**src/rtl/ula_seq.sv**
```systemverilog
// ula_seq: N-bit sequential ALU with valid/ready handshakes and a one-bit-per-clock shift-add multiplier.
// Defining ULA_SIGNED_EN adds the sgn input and two's-complement compare/overflow/multiply modes.
module ula_seq #(
  parameter int N = 8
) (
  input  logic           Tclk,
  input  logic           Tclr,
  input  logic           en,
  input  logic           in_valid,
  output logic           in_ready,
  input  logic [N-1:0]   A_in,
  input  logic [N-1:0]   B_in,
  input  logic [2:0]     selec,
`ifdef ULA_SIGNED_EN
  input  logic           sgn,
`endif
  output logic           out_valid,
  input  logic           out_ready,
  output logic [N:0]     S,
  output logic [2*N-1:0] Smulti
);
  localparam int CNT_W = $clog2(N) + 1;
  localparam logic [CNT_W-1:0] CNT_ONE  = CNT_W'(1);
  localparam logic [CNT_W-1:0] CNT_LAST = CNT_W'(N - 1);
  localparam logic [N-1:0]     ONE_N    = N'(1);
  localparam logic [2*N-1:0]   ONE_2N   = (2*N)'(1);

  typedef enum logic [1:0] {IDLE, EXEC, MUL, DONE} state_t;

  state_t           state;
  logic [N-1:0]     a_r, b_r;
  logic [2:0]       op_r;
  logic             signed_r;
  logic             neg_r;
  logic [CNT_W-1:0] cnt;
  logic [2*N-1:0]   acc, mcand;
  logic [N-1:0]     mplier;

  logic             in_signed;
  logic             accept;
  logic [N:0]       sum, diff, alu_res;
  logic             add_ovf, sub_ovf, gt, lt, eq;
  logic [N-1:0]     a_mag, b_mag;
  logic [2*N-1:0]   acc_step, product;

`ifdef ULA_SIGNED_EN
  assign in_signed = sgn;
`else
  assign in_signed = 1'b0;
`endif

  assign in_ready = (state == IDLE) && en;
  assign accept   = in_valid && in_ready;

  assign sum     = {1'b0, a_r} + {1'b0, b_r};
  assign diff    = {1'b0, a_r} - {1'b0, b_r};
  assign add_ovf = (a_r[N-1] == b_r[N-1]) && (sum[N-1] != a_r[N-1]);
  assign sub_ovf = (a_r[N-1] != b_r[N-1]) && (diff[N-1] != a_r[N-1]);
  assign eq      = (a_r == b_r);
  assign gt      = signed_r ? ($signed(a_r) > $signed(b_r)) : (a_r > b_r);
  assign lt      = signed_r ? ($signed(a_r) < $signed(b_r)) : (a_r < b_r);

  always_comb begin
    alu_res = '0;
    case (op_r)
      3'b000:  alu_res = signed_r ? {add_ovf, sum[N-1:0]} : sum;
      3'b001:  alu_res = signed_r ? {sub_ovf, diff[N-1:0]} : diff;
      3'b010:  alu_res[0] = gt;
      3'b011:  alu_res[0] = lt;
      3'b100:  alu_res[0] = gt | eq;
      3'b101:  alu_res[0] = lt | eq;
      3'b110:  alu_res[0] = eq;
      default: alu_res = '0;
    endcase
  end

  // Signed multiply runs on magnitudes; the sign is reapplied to the final sum
  assign a_mag    = (in_signed && A_in[N-1]) ? (~A_in + ONE_N) : A_in;
  assign b_mag    = (in_signed && B_in[N-1]) ? (~B_in + ONE_N) : B_in;
  assign acc_step = acc + (mplier[0] ? mcand : '0);
  assign product  = neg_r ? (~acc_step + ONE_2N) : acc_step;

  always_ff @(posedge Tclk or negedge Tclr) begin
    if (!Tclr) begin
      state     <= IDLE;
      a_r       <= '0;
      b_r       <= '0;
      op_r      <= '0;
      signed_r  <= 1'b0;
      neg_r     <= 1'b0;
      cnt       <= '0;
      acc       <= '0;
      mcand     <= '0;
      mplier    <= '0;
      S         <= '0;
      Smulti    <= '0;
      out_valid <= 1'b0;
    end else begin
      case (state)
        IDLE: begin
          if (accept) begin
            a_r      <= A_in;
            b_r      <= B_in;
            op_r     <= selec;
            signed_r <= in_signed;
            neg_r    <= in_signed && (A_in[N-1] ^ B_in[N-1]);
            mcand    <= {{N{1'b0}}, a_mag};
            mplier   <= b_mag;
            acc      <= '0;
            cnt      <= '0;
            state    <= (selec == 3'b111) ? MUL : EXEC;
          end
        end
        EXEC: begin
          S         <= alu_res;
          out_valid <= 1'b1;
          state     <= DONE;
        end
        MUL: begin
          acc    <= acc_step;
          mcand  <= mcand << 1;
          mplier <= mplier >> 1;
          cnt    <= cnt + CNT_ONE;
          if (cnt == CNT_LAST) begin
            Smulti    <= product;
            out_valid <= 1'b1;
            state     <= DONE;
          end
        end
        DONE: begin
          if (out_ready) begin
            out_valid <= 1'b0;
            state     <= IDLE;
          end
        end
        default: begin
          out_valid <= 1'b0;
          state     <= IDLE;
        end
      endcase
    end
  end
endmodule

```
**config.mk**
```make
export PLATFORM = sky130hd
export DESIGN_NAME = ula_seq
export DESIGN_NICKNAME = d
export VERILOG_FILES = /design/src/rtl/ula_seq.sv
export SDC_FILE = /design/constraint.sdc
export NUM_CORES = 1
export LEC_CHECK = 0
export ABC_AREA = 1
export BUFFER_PORTS_ARGS = -buffer_cell sky130_fd_sc_hd__buf_2
export CAP_MARGIN = 40
export CORE_MARGIN = 3
export CORE_UTILIZATION = 60
export CTS_CLUSTER_DIAMETER = 150
export DETAILED_ROUTE_END_ITERATION = 7
export GPL_ROUTABILITY_DRIVEN = 1
export PLACE_DENSITY_LB_ADDON = 0.1
export SLEW_MARGIN = 5
export SYNTH_ARGS = -nofsm -noshare
export SYNTH_HDL_FRONTEND = slang
export SYNTH_SLANG_ARGS = --single-unit
```
**constraint.sdc**
```tcl
create_clock -name Tclk -period 4.7 [get_ports Tclk]
set_input_delay 0.47 -clock Tclk [delete_from_list [all_inputs] [get_ports Tclk]]
set_output_delay 0.47 -clock Tclk [all_outputs]
set_load 0.05 [all_outputs]
```
Word level (Yosys, flattened, before mapping) --
Cells that the tools add are included.
Word-level totals: memory bits (read-only) 0, memories 0, register bits 91, RAM bits 0, latch bits 0
Operators by class: equal/unequal tests 15, reductions and logical operators 11, magnitude comparators 2, multipliers 0, bitwise logic cells 2, mux-type cells 19, add/subtract/negate cells 4, div/mod/pow operators 0, shift-type cells 0
Operator list (count):
- $pmux 16 s2 | 2
- $mux 16 | 3
- $pmux 8 s2 | 2
- $add 16x16->16 | 1
- $eq 3x3->1 const B | 4
- $add 8x8->9 | 1
- $sub 8x8->9 | 1
- $eq 8x8->1 | 1
- $gt 8x8->1 | 1
- $lt 8x8->1 | 1
- $mux 2 | 4
- $mux 8 | 1
- $pmux 2 s4 | 1
- $pmux 4 s2 | 1
- $pmux 1 s7 | 1
- $eq 3x2->1 const B | 2
- $ne 2x2->1 const B | 3
- $reduce_and 2->1 | 3
- $reduce_and 3->1 | 2
- $add 4x1->4 const B | 1
- $eq 2x2->1 const B | 2
- $eq 4x3->1 const B | 1
- $mux 4 | 1
- $eq 3x1->1 const B | 1
- 9 further kinds | 12

Depth between registers and ports, before layout --
depth in word-level cells 5, mapped depth 16, depth with buffers taken out 15

Worst setup path before layout --
Ideal clock, no wire load.
kind flip-flop to flip-flop, start point reg mplier[0], end point reg acc[14], stages on the path, launching flop included 14, buffers on the path 2, arrival time 1.948 ns, data required time 4.581 ns, setup slack 2.634 ns, library setup time 0.119 ns, cell sequence dfrtp_1 > clkbuf_1 > clkbuf_1 > nand2_1 > inv_1 > ha_1 > nand2_1 > nor2_1 > nand4_1 > or2_2 > nand2_1 > nand2_1 > nand3_1 > nand2_1
On the way: cells in the longest elaborated chain, start to end 3
Ends and longest elaborated chain:
- start: declaration | RTL line 37 | logic [N-1:0] mplier;
- start signal: assignment | RTL line 108 | mplier <= b_mag;
- start signal: assignment | RTL line 122 | mplier <= mplier >> 1;
- $mux 16 | RTL line 80 | assign acc_step = acc + (mplier[0] ? mcand : '0);
- $add 16x16->16 | RTL line 80
- $pmux 16 s2 | RTL line 99 | case (state)
- end signal: assignment | RTL line 120 | acc <= acc_step;
- end: declaration | RTL line 36 | logic [2*N-1:0] acc, mcand;
No other way between the ends. A chain may end at the register's enable or synchronous reset.

Worst setup path in the final report --
start point reg state[0], end point reg cnt[2]
On the way: cells in the longest elaborated chain, start to end 5
Ends and longest elaborated chain:
- start: declaration | RTL line 30 | state_t state;
- start signal: assignment | RTL line 111 | state <= (selec == 3'b111) ? MUL : EXEC;
- $logic_not 2->1 | RTL line 52, 99
- $logic_and 1x1->1 | RTL line 52 | assign in_ready = (state == IDLE) && en;
- $logic_and 1x1->1 | RTL line 53 | assign accept = in_valid && in_ready;
- $ne 2x2->1 (no line)
- $reduce_and 2->1 (no line)
- end signal: assignment | RTL line 123 | cnt <= cnt + CNT_ONE;
- end: declaration | RTL line 35 | logic [CNT_W-1:0] cnt;
Several ways; a longest one is shown, not always the timed one.

==> results.ini <==
[run_status]
status=finished, final reports clean

[logic_synthesis]
syn_area_per_cell_sq_um=7.52
syn-cell-area_sq_um=5470
synth_cell_types=36
synthTopCellsByArea=dfrtp_1 (42%), nand2_1 (16%), ha_1 (8.5%)
synthesis.instances=727
synth-seq-area-share=0.416
yosysTopAreaCellShare=0.416
yosysTopAreaCell=dfrtp_1
yosysWarnings=0
yosys_register_bits=91
syn_nets=791

[global_routing]
grt_overflow=0
grt_max_degree=56
antenna_found_initial=0
grt_use_total=0.256
grt_pass1_wl_um=21100
grt_pass1_vias=4505

[sta]
finalWorstPathRequiredPeriod_ns=2.98
setup_violations=0
hold_viol_final=0
tightest_slew_ns=0.799
skew_ns=0.0137
fin_setup_tns_ns=0
slew_headroom=0.467
timing.fmax_ghz=0.335
fin_crit_sh=0.634
drv_slew=0
rsz0062_at_grt=no

[die]
die_height_um=101
rows=34
start_util=0.621
ios=51
dieArea_sq_um=10300
die_x_um=101
core_area_sq_um=8810

[clock_tree]
cts_tree=done
clkTransAtPathRegs_ns=0.10
cts_buffers=9
cts.path.max_buffers=2
ctsResizeCount=0
root_buffer=clkbuf_8
postCtsSetupBuffers=0
cts_hold_buffers=0
htree_levels=3
cts.sinks=91
clk_latency_ns=0.37

[routing]
final_antenna_net_count=0
vias=4758
drtIter0Drc=256
drt-wirelength-per-cell_um=14.1
drc_errors=0
routed_wl_um=12400
vias_per_cell=5.40
dr.pass1.iters=6

[power_and_ir_drop]
p_leak_uw=0.00329
powerDensity_nw_per_um2=640
ir_worst_vdd_uv=357

[setup_path]
cp.required_ns=4.94
startpoint_type=flop
reg2reg_slack_ns=1.72
critical-path-top-delay-family=simple AND/OR/NAND/NOR gates
worst_path_max_delay_cell=ha_1
worst-setup-path-type=reg2reg
crit_chain=inv_1 > ha_1 > inv_2 > or2_1 > nand2_1 > inv_2 > nor3_1 > nor3_1
max_stage_delay_ns=0.63
crit_buf_inv=3
crit_fanout=25
critical_path_arrival_ns=3.22
crit_path_end_kind=flop

[run]
drv_cap=0

[finish]
fillers=736
final_util=0.678
seq_area_sq_um=2280
nets=832
area_growth_pct=9.15
multiInputGateArea_sq_um=2690
antenna_cells=0
drive_above_1_share=0.101

[worst_hold_path]
min_path_type=in2async

[placed_design]
port_buffers=50
dpl.hpwl_um=9390
gp_congestion=0.916

==> through the flow <==
step / total power [uW] / cells / hold WS [ns] / setup WS, ns / area (sq um)
after floorplan: 2800 / 727 / 0.174 / 2.63 / 5470
after global placement: 3190 / 865 / 0.457 / 1.91 / 5760
after detailed placement: 3260 / 865 / 0.462 / 1.80 / 5760
after CTS: 3830 / 881 / 0.152 / 1.77 / 5970
after global routing: 4190 / 881 / 0.178 / 1.48 / 5970
final: 3820 / 881 / 0.136 / 1.72 / 5970
==> sequential cells by signal, indices dropped and copies added, names as in the netlist <==
name / cells
S: 9
Smulti: 16
a_r: 8
acc: 16
b_r: 8
cnt: 4
mcand: 16
mplier: 8
op_r: 3
out_valid: 1
state: 2
==> cells in the mapped netlist <==
cell type  number
nand2_1       227
inv_1         101
dfrtp_1        91
nand3_1        43
o21ai_0        42
ha_1           37
a21oi_1        35
nor2_1         35
o21ai_1        16
nor3_1         11
buf_2          10
o211ai_1       10
a31oi_1         8
clkbuf_1        8
o22ai_1         8
xor2_1          7
o21bai_1        5
nand3b_1        4
nand4_1         4
buf_4           3
fa_1            3
nor3_2          3
inv_2           2
or2_2           2
a21o_1          1
and3_1          1
buf_1           1
clkinv_1        1
mux2_2          1
nand2b_1        1
nor2_2          1
nor2_4          1
nor3b_1         1
o221ai_1        1
or2_1           1
xnor2_1         1
==> placed cells by master, fill, tap and decap left out, types with 2 or more instances in the layout <==
cell,n
nand2_1,227
inv_1,101
dfrtp_1,91
buf_2,49
nand3_1,43
o21ai_0,42
ha_1,37
nor2_1,35
a21oi_1,35
o21ai_1,16
nor3_1,11
o211ai_1,10
clkbuf_8,9
a31oi_1,8
o22ai_1,8
xor2_1,7
o21bai_1,5
nand4_1,4
nand3b_1,4
nor3_2,3
fa_1,3
inv_6,3
buf_4,3
inv_2,2
or2_2,2
==> final timing paths <==
check,start,end,cells past startpoint
max reg2reg,state[0]$_DFFE_PN0P_,cnt[2]$_DFFE_PN0P_,8
max,state[0]$_DFFE_PN0P_,cnt[2]$_DFFE_PN0P_,8
min,Tclr,Smulti[4]$_DFFE_PN0P_,1
max in group asynchronous,Tclr,b_r[6]$_DFFE_PN0P_,2
min reg2reg,Smulti[12]$_DFFE_PN0P_,Smulti[12]$_DFFE_PN0P_,2
min in group Tclk,selec[0],op_r[0]$_DFFE_PN0P_,3
==> routing by layer <==
metal,up-vias,GRT usage,share of wire,wire [um]
met3,17,0.0296,0.039,482
met5,-,0,0,0
met4,0,0.0746,0.013,165
met1,2221,0.322,0.43,5370
met2,112,0.463,0.51,6390
li1,2408,-,-,-
==> layout make-up <==
cell class              instances  area share
clock buffers                   9      0.0208
well taps                     108      0.0226
inverters                     104      0.0654
repair buffers                 52      0.0449
flip-flops and latches         91       0.382
multi-input cells             510       0.451
clock inverters                 7      0.0134
==> worst register-to-register path, stage by stage, from the launching register on <==
cell and delay [ns]:
dfrtp_1 0.42, inv_1 0.13, ha_1 0.63, inv_2 0.21
or2_1 0.26, nand2_1 0.54, inv_2 0.37, nor3_1 0.24
nor3_1 0.06
==> power by group <==
group          switching (uW)  internal (uW)  leakage [uW]
logic                    1360            634       0.00201
clock network             306            255      0.000103
registers                 207           1060       0.00118
total                    1870           1950       0.00329
==> cells by family (layout without fill, tap and decap cells) <==
logic type / count (synthesis) / count (layout) / synth area share
xor+xnor: 8 / 8 / 0.0128
simple gates: 335 / 335 / 0.255
fa+ha+maj: 40 / 40 / 0.0957
compound gates: 126 / 126 / 0.127
flops: 91 / 91 / 0.416
mux: 1 / 1 / 0.00206
buf+inv: 126 / 172 / 0.0908
No activity file was read; power rests on OpenSTA's default activity.
